File: src/rtl/ramio_cmd_pkg.sv
// ramio_cmd_pkg: shared opcodes, reply codes, RAMIO encodings and FSM states for the command master
package ramio_cmd_pkg;
  localparam logic [7:0] OP_WRITE = 8'h57;
  localparam logic [7:0] OP_READ = 8'h52;
  localparam logic [7:0] ACK_BYTE = 8'h06;
  localparam logic [7:0] NAK_BYTE = 8'h15;
  localparam logic [1:0] WT_NONE = 2'b00;
  localparam logic [1:0] WT_BYTE = 2'b01;
  localparam logic [2:0] RT_NONE = 3'b000;
  localparam logic [2:0] RT_UBYTE = 3'b001;
  // WCSUM/RCSUM are only reached when the checksum option is built in
  typedef enum logic [3:0] {
    IDLE, ADDR, LEN, WDATA, WREQ, WWAIT, RREQ, RWAIT, TXB, ACK, NAK, WCSUM, RCSUM
  } state_t;
endpackage

File: src/rtl/ramio_cmd_rx_hold.sv
// ramio_cmd_rx_hold: one-byte rx hold register that flags every byte it has to drop
module ramio_cmd_rx_hold (
  input  logic       clk,
  input  logic       rst_n,
  input  logic [7:0] rx_data,
  input  logic       rx_valid,
  input  logic       pop,
  input  logic       discard,
  output logic       full,
  output logic [7:0] data,
  output logic       drop
);
  logic take;
  assign take = rx_valid && !discard && (!full || pop);
  assign drop = rx_valid && !take;
  // a pop and a new byte in the same cycle refill the register, so nothing is lost
  always_ff @(posedge clk or negedge rst_n)
    if (!rst_n) begin
      full <= 1'b0;
      data <= '0;
    end else if (take) begin
      full <= 1'b1;
      data <= rx_data;
    end else if (pop) full <= 1'b0;
endmodule

File: src/rtl/ramio_cmd_master.sv
// ramio_cmd_master: serial byte commands to RAMIO byte reads/writes; CMD_MASTER_CHECKSUM_EN adds XOR checksums
module ramio_cmd_master #(
  parameter int LenBitWidth = 16,
  parameter int TimeoutCycles = 4096
) (
  input  logic        clk,
  input  logic        rst_n,
  input  logic [7:0]  rx_data,
  input  logic        rx_valid,
  output logic [7:0]  tx_data,
  output logic        tx_valid,
  input  logic        tx_ready,
  output logic        enable,
  output logic [1:0]  write_type,
  output logic [2:0]  read_type,
  output logic [31:0] address,
  output logic [31:0] data_in,
  input  logic [31:0] data_out,
  input  logic        data_out_ready,
  input  logic        busy,
  output logic        error
);
  import ramio_cmd_pkg::*;
  localparam int LenBytes = LenBitWidth / 8;
  localparam int TimerW = $clog2(TimeoutCycles + 2);
  state_t state;
  logic is_write;
  logic [3:0] byte_cnt;
  logic [31:0] addr;
  logic [LenBitWidth-1:0] len;
  logic [LenBitWidth-1:0] next_len;
  logic [TimerW-1:0] timer;
  logic timed_out;
  logic hold_full;
  logic hold_drop;
  logic [7:0] hold_data;
  logic pop;
  logic discard;
  logic unused_hi;
`ifdef CMD_MASTER_CHECKSUM_EN
  logic [7:0] csum;
`endif
  assign pop = hold_full && (state inside {IDLE, ADDR, LEN, WDATA, WCSUM});
  assign discard = state inside {RREQ, RWAIT, TXB, ACK, NAK, RCSUM};
  assign next_len = LenBitWidth'({len, hold_data});
  assign timed_out = timer == TimerW'(TimeoutCycles);
  assign unused_hi = ^data_out[31:8];

  ramio_cmd_rx_hold u_hold (
    .clk(clk),
    .rst_n(rst_n),
    .rx_data(rx_data),
    .rx_valid(rx_valid),
    .pop(pop),
    .discard(discard),
    .full(hold_full),
    .data(hold_data),
    .drop(hold_drop)
  );

  // command sequencer; RAMIO strobes default low so every request lasts exactly one cycle
  always_ff @(posedge clk or negedge rst_n)
    if (!rst_n) begin
      state <= IDLE;
      is_write <= 1'b0;
      byte_cnt <= '0;
      addr <= '0;
      len <= '0;
      timer <= '0;
      enable <= 1'b0;
      write_type <= WT_NONE;
      read_type <= RT_NONE;
      address <= '0;
      data_in <= '0;
      tx_data <= '0;
      tx_valid <= 1'b0;
      error <= 1'b0;
`ifdef CMD_MASTER_CHECKSUM_EN
      csum <= '0;
`endif
    end else begin
      error <= hold_drop;
      enable <= 1'b0;
      write_type <= WT_NONE;
      read_type <= RT_NONE;
      case (state)
        IDLE: if (hold_full) begin
          byte_cnt <= '0;
          is_write <= hold_data == OP_WRITE;
`ifdef CMD_MASTER_CHECKSUM_EN
          csum <= '0;
`endif
          if (hold_data == OP_WRITE || hold_data == OP_READ) state <= ADDR;
          else begin
            state <= NAK;
            tx_data <= NAK_BYTE;
            tx_valid <= 1'b1;
            error <= 1'b1;
          end
        end
        ADDR: if (hold_full) begin
          addr <= {addr[23:0], hold_data};
          byte_cnt <= byte_cnt == 4'd3 ? '0 : byte_cnt + 4'd1;
          if (byte_cnt == 4'd3) state <= LEN;
        end
        LEN: if (hold_full) begin
          len <= next_len;
          byte_cnt <= byte_cnt + 4'd1;
          if (byte_cnt == 4'(LenBytes - 1)) begin
            if (next_len == '0) begin
              state <= is_write ? ACK : IDLE;
              if (is_write) begin
                tx_data <= ACK_BYTE;
                tx_valid <= 1'b1;
              end
            end else if (is_write) state <= WDATA;
            else begin
              state <= RREQ;
              enable <= 1'b1;
              read_type <= RT_UBYTE;
              address <= addr;
            end
          end
        end
        WDATA: if (hold_full) begin
          state <= WREQ;
          enable <= 1'b1;
          write_type <= WT_BYTE;
          address <= addr;
          data_in <= {24'h0, hold_data};
`ifdef CMD_MASTER_CHECKSUM_EN
          csum <= csum ^ hold_data;
`endif
        end
        WREQ: begin
          state <= WWAIT;
          timer <= '0;
        end
        WWAIT: if (!busy) begin
          addr <= addr + 32'd1;
          len <= len - 1'b1;
          if (len == LenBitWidth'(1)) begin
`ifdef CMD_MASTER_CHECKSUM_EN
            state <= WCSUM;
`else
            state <= ACK;
            tx_data <= ACK_BYTE;
            tx_valid <= 1'b1;
`endif
          end else state <= WDATA;
        end else if (timed_out) begin
          state <= NAK;
          tx_data <= NAK_BYTE;
          tx_valid <= 1'b1;
          error <= 1'b1;
        end else timer <= timer + 1'b1;
        RREQ: begin
          state <= RWAIT;
          timer <= '0;
        end
        RWAIT: if (data_out_ready) begin
          state <= TXB;
          tx_data <= data_out[7:0];
          tx_valid <= 1'b1;
`ifdef CMD_MASTER_CHECKSUM_EN
          csum <= csum ^ data_out[7:0];
`endif
        end else if (timed_out) begin
          state <= NAK;
          tx_data <= NAK_BYTE;
          tx_valid <= 1'b1;
          error <= 1'b1;
        end else timer <= timer + 1'b1;
        TXB: if (tx_ready) begin
          tx_valid <= 1'b0;
          addr <= addr + 32'd1;
          len <= len - 1'b1;
          if (len == LenBitWidth'(1)) begin
`ifdef CMD_MASTER_CHECKSUM_EN
            state <= RCSUM;
            tx_data <= csum;
            tx_valid <= 1'b1;
`else
            state <= IDLE;
`endif
          end else begin
            state <= RREQ;
            enable <= 1'b1;
            read_type <= RT_UBYTE;
            address <= addr + 32'd1;
          end
        end
        ACK, NAK, RCSUM: if (tx_ready) begin
          tx_valid <= 1'b0;
          state <= IDLE;
        end
`ifdef CMD_MASTER_CHECKSUM_EN
        WCSUM: if (hold_full) begin
          state <= hold_data == csum ? ACK : NAK;
          tx_data <= hold_data == csum ? ACK_BYTE : NAK_BYTE;
          tx_valid <= 1'b1;
          if (hold_data != csum) error <= 1'b1;
        end
`endif
        default: state <= IDLE;
      endcase
    end
endmodule

File: config.mk
export PLATFORM = sky130hd
export DESIGN_NAME = ramio_cmd_master
export DESIGN_NICKNAME = d
export VERILOG_FILES = /design/src/rtl/ramio_cmd_pkg.sv /design/src/rtl/ramio_cmd_rx_hold.sv /design/src/rtl/ramio_cmd_master.sv
export SDC_FILE = /design/constraint.sdc
export NUM_CORES = 1
export LEC_CHECK = 0
export CORE_UTILIZATION = 28
export CTS_CLUSTER_DIAMETER = 120
export DETAILED_ROUTE_END_ITERATION = 6
export MAX_ROUTING_LAYER = met4
export PLACE_DENSITY = 0.54
export REMOVE_ABC_BUFFERS = 1
export SLEW_MARGIN = 20
export SYNTH_ARGS = -nofsm -noshare
export SYNTH_HDL_FRONTEND = slang
export SYNTH_SLANG_ARGS = --single-unit
File: constraint.sdc
create_clock -name clk -period 2.4 [get_ports clk]
set_input_delay 0.24 -clock clk [delete_from_list [all_inputs] [get_ports clk]]
set_output_delay 0.24 -clock clk [all_outputs]
set_load 0.005 [all_outputs]
==> results of run 1 <==
## metal layers
metal	part of all wire	GRT usage	vias up
met4	0.017	0.0550	0
li1	-	-	3292
met3	0.031	0.0291	25
met2	0.46	0.241	156
met5	0	-	-
met1	0.49	0.207	3273
## cell families (layout without fill, tap and decap cells)
group / Yosys count / in the layout / share of synthesized area
other cells: 1 / 27 / 0.000489
simple gates: 343 / 343 / 0.221
xor+xnor: 42 / 42 / 0.0480
compound gates: 238 / 238 / 0.188
buf+inv: 102 / 192 / 0.0735
fa+ha+maj: 9 / 9 / 0.0144
mux: 16 / 16 / 0.0235
flops: 132 / 132 / 0.431
## cell usage after synthesis (8+ instances only)
master,instances
xor2_1,19
nand4_1,11
mux2_2,16
clkbuf_1,26
nor2_1,121
xnor2_1,23
inv_1,20
buf_4,29
nand3_1,36
o21ai_0,56
a21oi_1,95
a22o_1,8
nor4_1,9
dfrtp_1,132
o22a_1,8
ha_1,8
and3_1,16
buf_2,21
o22ai_1,13
nand2_1,66
nor3_1,34
## flip-flops by register name, summed over array words and instances (netlist names)
| register | cells |
|---|---|
| addr | 32 |
| address | 32 |
| len | 16 |
| timer | 13 |
| data_in | 8 |
| tx_data | 8 |
| u_hold.data | 8 |
| byte_cnt | 4 |
| state | 4 |
| enable | 1 |
| error | 1 |
| is_write | 1 |
| read_type | 1 |
| tx_valid | 1 |
| u_hold.full | 1 |
| write_type | 1 |
## worst max path at each step
stage                            start                     end  slack [ns]  cells past startpoint
2_1_floorplan     state[3]$_DFFE_PN0P_  address[1]$_DFFE_PN0P_       -3.23                      4
3_3_place_gp      state[0]$_DFFE_PN0P_      len[8]$_DFFE_PN0P_        0.10                      7
4_1_cts           state[0]$_DFFE_PN0P_      len[8]$_DFFE_PN0P_        0.05                      7
3_5_place_dp   byte_cnt[1]$_DFFE_PN0P_  tx_data[3]$_DFFE_PN0P_         0.1                      8
5_1_grt           state[3]$_DFFE_PN0P_    addr[21]$_DFFE_PN0P_        0.01                      6
6_report       byte_cnt[1]$_DFFE_PN0P_  tx_data[3]$_DFFE_PN0P_        0.12                      8
## repair_timing
action | 4_1_cts | 5_1_grt
hold buffers | 1 | 0
setup endpoints to repair | 0 | 3
hold endpoints to repair | 57 | 0
gates resized for setup | 0 | 1
## per-stage QoR
step	hold slack (ns)	instances	utilization
2_1_floorplan	-0.0556	827	-
3_3_place_gp	0.281	1307	0.337
3_5_place_dp	0.277	1307	0.337
4_1_cts	0.400	1340	0.359
5_1_grt	0.410	1340	0.359
6_report	0.365	1340	0.359
## area by class of cell
class | count | area (sq um)
clock buffers | 22 | 444
clock inverters | 10 | 133
fillers | 2744 | 17200
inverters | 20 | 75.1
multi-input cells | 675 | 3930
flip-flops and latches | 132 | 3300
well taps | 341 | 427
repair buffers | 140 | 1330
## power by group
| group | switching, mW | total, mW | leakage, nW | internal, mW |
|---|---|---|---|---|
| sequential | 0.898 | 4.08 | 1.56 | 3.19 |
| clock | 0.997 | 2.62 | 0.274 | 1.62 |
| combinational | 3.20 | 6.17 | 2.03 | 2.97 |
## layout by cell type (no fill, tap or decap), types with 8 or more instances in the layout
master / synthesis / layout
o22a_1: 8 / 8
ha_1: 8 / 8
xnor2_1: 23 / 23
and3_1: 16 / 16
mux2_2: 16 / 16
nor4_1: 9 / 9
buf_4: 29 / 58
nand3_1: 36 / 36
clkbuf_16: 0 / 17
inv_1: 20 / 20
dfrtp_1: 132 / 132
a22o_1: 8 / 8
a21oi_1: 95 / 94
o22ai_1: 13 / 13
o21ai_0: 56 / 56
nand2_1: 66 / 66
clkdlybuf4s50_1: 0 / 73
conb_1: 1 / 27
nor2_1: 121 / 121
xor2_1: 19 / 19
nor3_1: 34 / 34
nand4_1: 11 / 11
## worst max-delay path: cells and delay by family, from the launching register on
kind                       cells  cell delay, ns
AOI/OAI and AO/OA              3            0.77
adders and majority gates      1            0.20
buffers and inverters          1            0.08
and+or+nand+nor                3            0.70
DFF                            1            0.41
==> impl_metrics.tcl, run 1 <==
set metrics [dict create \
    status "complete, no violations" \
    p_per_area_nw_per_um2 1340 \
    skew_ns 0.00598 \
    rrSetupSlack_ns 0.12 \
    numPortBuffers 74 \
    hold_viol 0 \
    ys_ff_latch 132 \
    placed_area_sq_um 9050 \
    period_minus_slack_ns 2.28 \
    post-route-period-util 0.949 \
    drv_cap 0 \
    drt_iter0_drc 517 \
    firstDrtPassIters 5 \
    cts_root_buffer "clkbuf_16" \
    cts.path.max_buffers 2 \
    slowest_stage "or4bb_1" \
    synthDistinctLibCells 73 \
    hpwl_microns 14600 \
    drc 0 \
    rsz0062_at_grt "no" \
    synth_ff_type "dfrtp_1" \
    fin_nets 1040 \
    async_reset_ff_frac 1.00 \
    syn_area_sq_um 7660 \
    required_ns 2.71 \
    die_width_microns 167 \
    synth_warnings 0 \
    worst_slack_ns 0.123 \
    synth_top_area_share 0.431 \
    gp_congestion 0.847 \
    ys_seq_area_frac 0.431 \
    area.growth.synth_to_final_pct 25.8 \
    synth_edf_count 0 \
    max_slew_margin 0.602 \
    p_total_mw 12.9 \
    antenna_found_initial 0 \
    ios 126 \
    worst_pin_slew_ns 0.598 \
    clock_sinks 132 \
    viasPerCell 5.03 \
    grt-ovfl-total 0 \
    max-vdd-ir-drop_mv 0.501 \
    dieArea_sq_um 28000 \
    cts.htree.levels 4 \
    finalInstanceArea_sq_um 9640 \
    clkTransAtPathRegs_ns 0.06 \
    hp-class "input pin to asynchronous set/reset pin" \
    regToRegStartpoint "byte_cnt[1]$_DFFE_PN0P_" \
    cp_cell_sequence "inv_1 -> ha_1 -> or4bb_1 -> nand2_1 -> nand3_1 -> a211oi_2 -> o21ai_2 -> a22o_1" \
    grt_pass1_wl_microns 34100 \
    yosysTopAreaCell "dfrtp_1" \
    core_sq_um 26900 \
    cts_setup_buffers 0 \
    routed_wl_microns 20900 \
    row_count 60 \
    cts_inserted_buffers 17 \
    end_kind "register" \
    tns_ns 0 \
    r2r_cells 8 \
    routedWlPerCell_microns 15.6 \
    clk_latency_ns 0.43 \
    ant_nets 0 \
    synth.avg_cell_area_sq_um 8.68 \
    worstPathArrival_ns 2.59 \
    drive_gt1_frac 0.136 \
    crit_type "register to register" \
    synth_area_leaders "dfrtp_1 43%, a21oi_1 6.2%, nor2_1 5.9%" \
    grt_pass1_vias 6371 \
    slowest_delay_ns 0.51 \
    cts_tree "yes" \
    slew_viol_final 0 \
    vias 6746 \
    p_leak_nw 3.86 \
    netlist_instances 883 \
    fmax_mhz 439 \
    place_ws_ns 0.0972 \
    r2r_end "tx_data[3]$_DFFE_PN0P_" \
    finalSetupViolCount 0 \
    globalRouteTotalUtil 0.157 \
    crit_fanout 7 \
    start_util 0.285 \
    critPathLaunchType "register" \
    die_h_microns 167 \
    diodes 0 \
    grt_max_degree 61 \
]
(Power assumes the default switching activity.)
==> run 2: changes to the inputs <==
--- a/config.mk
+++ b/config.mk
@@ -5,6 +5,7 @@
 export SDC_FILE = /design/constraint.sdc
 export NUM_CORES = 1
 export LEC_CHECK = 0
+export CORE_MARGIN = 10
 export CORE_UTILIZATION = 28
 export CTS_CLUSTER_DIAMETER = 120
 export DETAILED_ROUTE_END_ITERATION = 6
==> impl_metrics.tcl, run 2 (synthesis gave the netlist of run 1 again) <==
set metrics [dict create \
    fill_cells 2709 \
    r2r_end "addr[21]$_DFFE_PN0P_" \
    ant_nets 0 \
    globalRouteTotalUtil 0.134 \
    slowest_stage "dfrtp_1" \
    diodes 0 \
    placed_area_sq_um 9070 \
    tns_ns 0 \
    antenna_found_initial 0 \
    violations "design-rule violations" \
    required_ns 2.67 \
    slowest_delay_ns 0.40 \
    row_count 60 \
    crit_type "register to register" \
    most-common-layout-cells "132 x dfrtp_1, 121 x nor2_1, 95 x a21oi_1" \
    drc 2 \
    grt-ovfl-total 0 \
    holdWs_ns 0.378 \
    grt_pass1_vias 6488 \
    vias 6715 \
    hold_viol 0 \
    worst_pin_slew_ns 0.786 \
    hpwl_microns 15800 \
    die_width_microns 185 \
    regToRegStartpoint "state[3]$_DFFE_PN0P_" \
    max-vdd-ir-drop_mv 0.517 \
    routed_wl_microns 22300 \
    cts_inserted_buffers 17 \
    crit_path_end "addr[21]$_DFFE_PN0P_" \
    clock_sinks 132 \
    drt_iter0_drc 567 \
    hp-class "input pin to asynchronous set/reset pin" \
    p_leak_nw 3.86 \
    viasPerCell 5.01 \
    ios 126 \
    p_per_area_nw_per_um2 1320 \
    clkTransAtPathRegs_ns 0.06 \
    slew_viol_final 0 \
    gp_congestion 0.863 \
    cts_root_buffer "clkbuf_16" \
    multi_input_area_sq_um 3970 \
    worstPathArrival_ns 2.54 \
    finalSetupViolCount 0 \
    r2r_cells 7 \
    reg_top3 "addr (32), address (32), len (16)" \
    rrSetupSlack_ns 0.14 \
    grt_pass1_wl_microns 35900 \
    numPortBuffers 74 \
    skew_ns 0.00918 \
    firstDrtPassIters 7 \
    grt_max_degree 66 \
    cts.htree.levels 4 \
    drv_cap 0 \
    crit_start "state[3]$_DFFE_PN0P_" \
    routedWlPerCell_microns 16.6 \
    rsz0062_at_grt "no" \
    cts_tree "yes" \
    crit_fanout 41 \
    clk_latency_ns 0.43 \
    layout_commonest_cell "dfrtp_1" \
    max_slew_margin 0.475 \
    die_h_microns 185 \
    fin_nets 1044 \
    cp_cell_sequence "or3b_1 -> a21o_1 -> buf_4 -> buf_12 -> or3_1 -> o22ai_1 -> a21oi_1" \
    period_minus_slack_ns 2.26 \
    core_sq_um 27000 \
    post-route-period-util 0.944 \
    dieArea_sq_um 34400 \
    utilization 0.358 \
    finalInstanceArea_sq_um 9650 \
    critPathLaunchType "register" \
    start_util 0.284 \
    cts.path.max_buffers 2 \
    fmax_mhz 442 \
    area.growth.synth_to_final_pct 25.8 \
    drive_gt1_frac 0.138 \
    status "finished, violations left" \
    end_kind "register" \
    regArea_sq_um 3300 \
]
-- run 2: worst max-delay path, delay by kind of cell (launching register included) --
kind	cells	cell delay, ns
buf+inv	2	0.40
simple gates	2	0.78
compound gates	3	0.50
flops	1	0.40
-- run 2: per-layer routing --
layer | global-route usage | part of all wire | up-vias
met4 | 0.0478 | 0.019 | 0
met5 | - | 0 | -
met2 | 0.202 | 0.47 | 163
li1 | - | - | 3300
met3 | 0.0271 | 0.048 | 24
met1 | 0.176 | 0.47 | 3228
-- run 2: worst min-delay path by stage --
stage,startpoint,end,depth (start not counted)
after floorplan,rst_n,addr[0]$_DFFE_PN0P_,0
after global placement,rst_n,len[6]$_DFFE_PN0P_,1
after detailed placement,rst_n,len[6]$_DFFE_PN0P_,1
after CTS,rst_n,len[13]$_DFFE_PN0P_,2
after global routing,data_out[3],tx_data[3]$_DFFE_PN0P_,2
final,rst_n,len[6]$_DFFE_PN0P_,2
-- run 2: area by class of cell --
| class | instances | share of cell area |
|---|---|---|
| Inverter | 20 | 0.00778 |
| Tap cell | 341 | 0.0442 |
| Clock inverter | 7 | 0.00623 |
| Clock buffer | 22 | 0.0471 |
| Sequential cell | 132 | 0.342 |
| Multi-Input combinational cell | 675 | 0.411 |
| Timing Repair Buffer | 144 | 0.141 |
-- run 2: timing repair --
item	CTS	global route
gates resized for setup	0	8
endpoints found under the setup margin	0	25
hold buffers	1	0
buffers inserted	0	2
hold endpoints to repair	52	0
-- run 2: stage by stage --
step	total power, mW	setup slack (ns)	instances
floorplan	7.41	-3.23	827
global placement	10.3	-0.197	1309
detailed placement	10.4	-0.0325	1309
CTS	12.8	0.0461	1339
global route	13.8	0.0143	1341
finish	12.8	0.135	1341
-- run 2: power by group --
part / total (mW) / internal, mW / switching (mW)
logic: 6.31 / 3.02 / 3.30
clock network: 2.37 / 1.42 / 0.954
registers: 4.07 / 3.19 / 0.883
total: 12.8 / 7.62 / 5.13
==> run 3: changes to the inputs <==
--- a/config.mk
+++ b/config.mk
@@ -12,6 +12,7 @@
 export MAX_ROUTING_LAYER = met4
 export PLACE_DENSITY = 0.54
 export REMOVE_ABC_BUFFERS = 1
+export SETUP_SLACK_MARGIN = 0.4
 export SLEW_MARGIN = 20
 export SYNTH_ARGS = -nofsm -noshare
 export SYNTH_HDL_FRONTEND = slang
==> impl_metrics.tcl, run 3 (synthesis gave the netlist of run 1 again) <==
set metrics [dict create \
    required_ns 2.71 \
    antenna_found_initial 0 \
    critPathLaunchType "register" \
    cp_cell_sequence "buf_6 -> or4b_4 -> a21oi_4 -> buf_12 -> a21o_4 -> buf_8 -> nor2_4 -> o22a_1" \
    layout_commonest_cell "dfrtp_1" \
    drive_gt1_frac 0.318 \
    hold_viol 0 \
    wl_met1_microns 11600 \
    rrSetupSlack_ns 0.30 \
    status "complete, no violations" \
    die_width_microns 185 \
    cts_root_buffer "clkbuf_16" \
    worst_pin_slew_ns 0.562 \
    regToRegStartpoint "state[2]$_DFFE_PN0P_" \
    p_per_area_nw_per_um2 1360 \
    fin_nets 1120 \
    crit_start "state[2]$_DFFE_PN0P_" \
    end_kind "register" \
    layout.cells.non_filler 1417 \
    wl_met3_microns 1470 \
    die_h_microns 185 \
    cts.path.max_buffers 2 \
    cts_inserted_buffers 17 \
    post-route-period-util 0.875 \
    most-common-layout-cells "125 x dfrtp_1, 88 x buf_4, 86 x nor2_1" \
    clk_latency_ns 0.43 \
    max-vdd-ir-drop_mv 0.627 \
    grt_max_degree 66 \
    start_util 0.284 \
    critPathBufInv 3 \
    firstDrtPassIters 5 \
    path_delay_family "simple AND/OR/NAND/NOR gates" \
    viasPerCell 5.23 \
    hp-class "input pin to asynchronous set/reset pin" \
    cts_tree "yes" \
    dieArea_sq_um 34400 \
    slowest_stage "or4b_4" \
    area.growth.synth_to_final_pct 48.9 \
    gp_congestion 0.863 \
    tns_ns 0 \
    rsz0062_at_grt "yes" \
    diodes 0 \
    period_minus_slack_ns 2.10 \
    globalRouteTotalUtil 0.144 \
    regArea_sq_um 3310 \
    highest_layer "met4" \
    slew_viol_final 0 \
    p_total_mw 15.5 \
    dp.cells 1309 \
    grt-ovfl-total 0 \
    drt_iter0_drc 658 \
    holdWs_ns 0.368 \
    skew_ns 0.00810 \
    reg_top3 "addr (32), address (32), len (16)" \
    worstPathArrival_ns 2.41 \
    crit_type "register to register" \
    clock_sinks 132 \
    routed_wl_microns 26700 \
    row_count 60 \
    drc 0 \
    routedWlPerCell_microns 18.9 \
    drv_cap 0 \
    grt_pass1_wl_microns 38400 \
    fmax_mhz 476 \
    grt_pass1_vias 6946 \
    core_sq_um 27000 \
    wl_met2_microns 12900 \
    crit_fanout 8 \
    cts.htree.levels 4 \
    ios 126 \
    p_leak_nw 4.55 \
    utilization 0.423 \
    fill_cells 2549 \
    vias 7407 \
    max_slew_margin 0.625 \
    numPortBuffers 74 \
    finalSetupViolCount 0 \
    slowest_delay_ns 0.52 \
    hpwl_microns 15800 \
    ant_nets 0 \
    clkTransAtPathRegs_ns 0.05 \
    multi_input_area_sq_um 4630 \
]
-- run 3: final timing paths --
check                                          to  cells after the start
setup reg to reg             addr[29]$_DFFE_PN0P_                      8
min in group clk           tx_data[5]$_DFFE_PN0P_                      2
setup / recovery             addr[29]$_DFFE_PN0P_                      8
hold reg to reg            tx_data[1]$_DFFE_PN0P_                      1
max in group asynchronous    timer[1]$_DFFE_PN0P_                      3
hold / removal                 len[6]$_DFFE_PN0P_                      2
-- run 3: area by class of cell --
| cell class | instances | area share |
|---|---|---|
| clock buffers | 22 | 0.0398 |
| clock inverters | 7 | 0.00526 |
| inverters | 20 | 0.00658 |
| multi-input cells | 676 | 0.406 |
| flip-flops and latches | 132 | 0.290 |
| well taps | 341 | 0.0374 |
| repair buffers | 219 | 0.215 |
-- run 3: per-stage QoR --
step	instance area, sq um	worst slack, ns
3_5_place_dp	9070	-0.0325
3_3_place_gp	9060	-0.197
6_report	11400	0.300
4_1_cts	10300	0.329
5_1_grt	11400	0.237
2_1_floorplan	7270	-3.23
-- run 3: power breakdown --
part           leakage, nW  internal [mW]  switching (mW)  total, mW
clock                0.259           1.42           0.971       2.39
combinational         2.74           4.61            4.27       8.89
sequential            1.55           3.20            1.03       4.23
total                 4.55           9.23            6.27       15.5
-- run 3: routing by layer --
metal,vias up,global-route usage
li1,3458,-
met2,269,0.224
met1,3630,0.183
met5,-,-
met3,50,0.0252
met4,0,0.0569
-- run 3: worst register-to-register path, cell delays in order (launching register included) --
cell and delay [ns]:
dfrtp_2 0.45, buf_6 0.13, or4b_4 0.52, a21oi_4 0.17, buf_12 0.15, a21o_4 0.17
buf_8 0.16, nor2_4 0.03, o22a_1 0.20
-- run 3: repair_timing --
item                                   CTS  global route
setup endpoints to repair              100           103
pin swaps                               43            51
gates cloned                             5            15
resized for setup                       66           171
hold buffers                             1             0
endpoints found under the hold margin   52             0
buffers inserted                        33            25
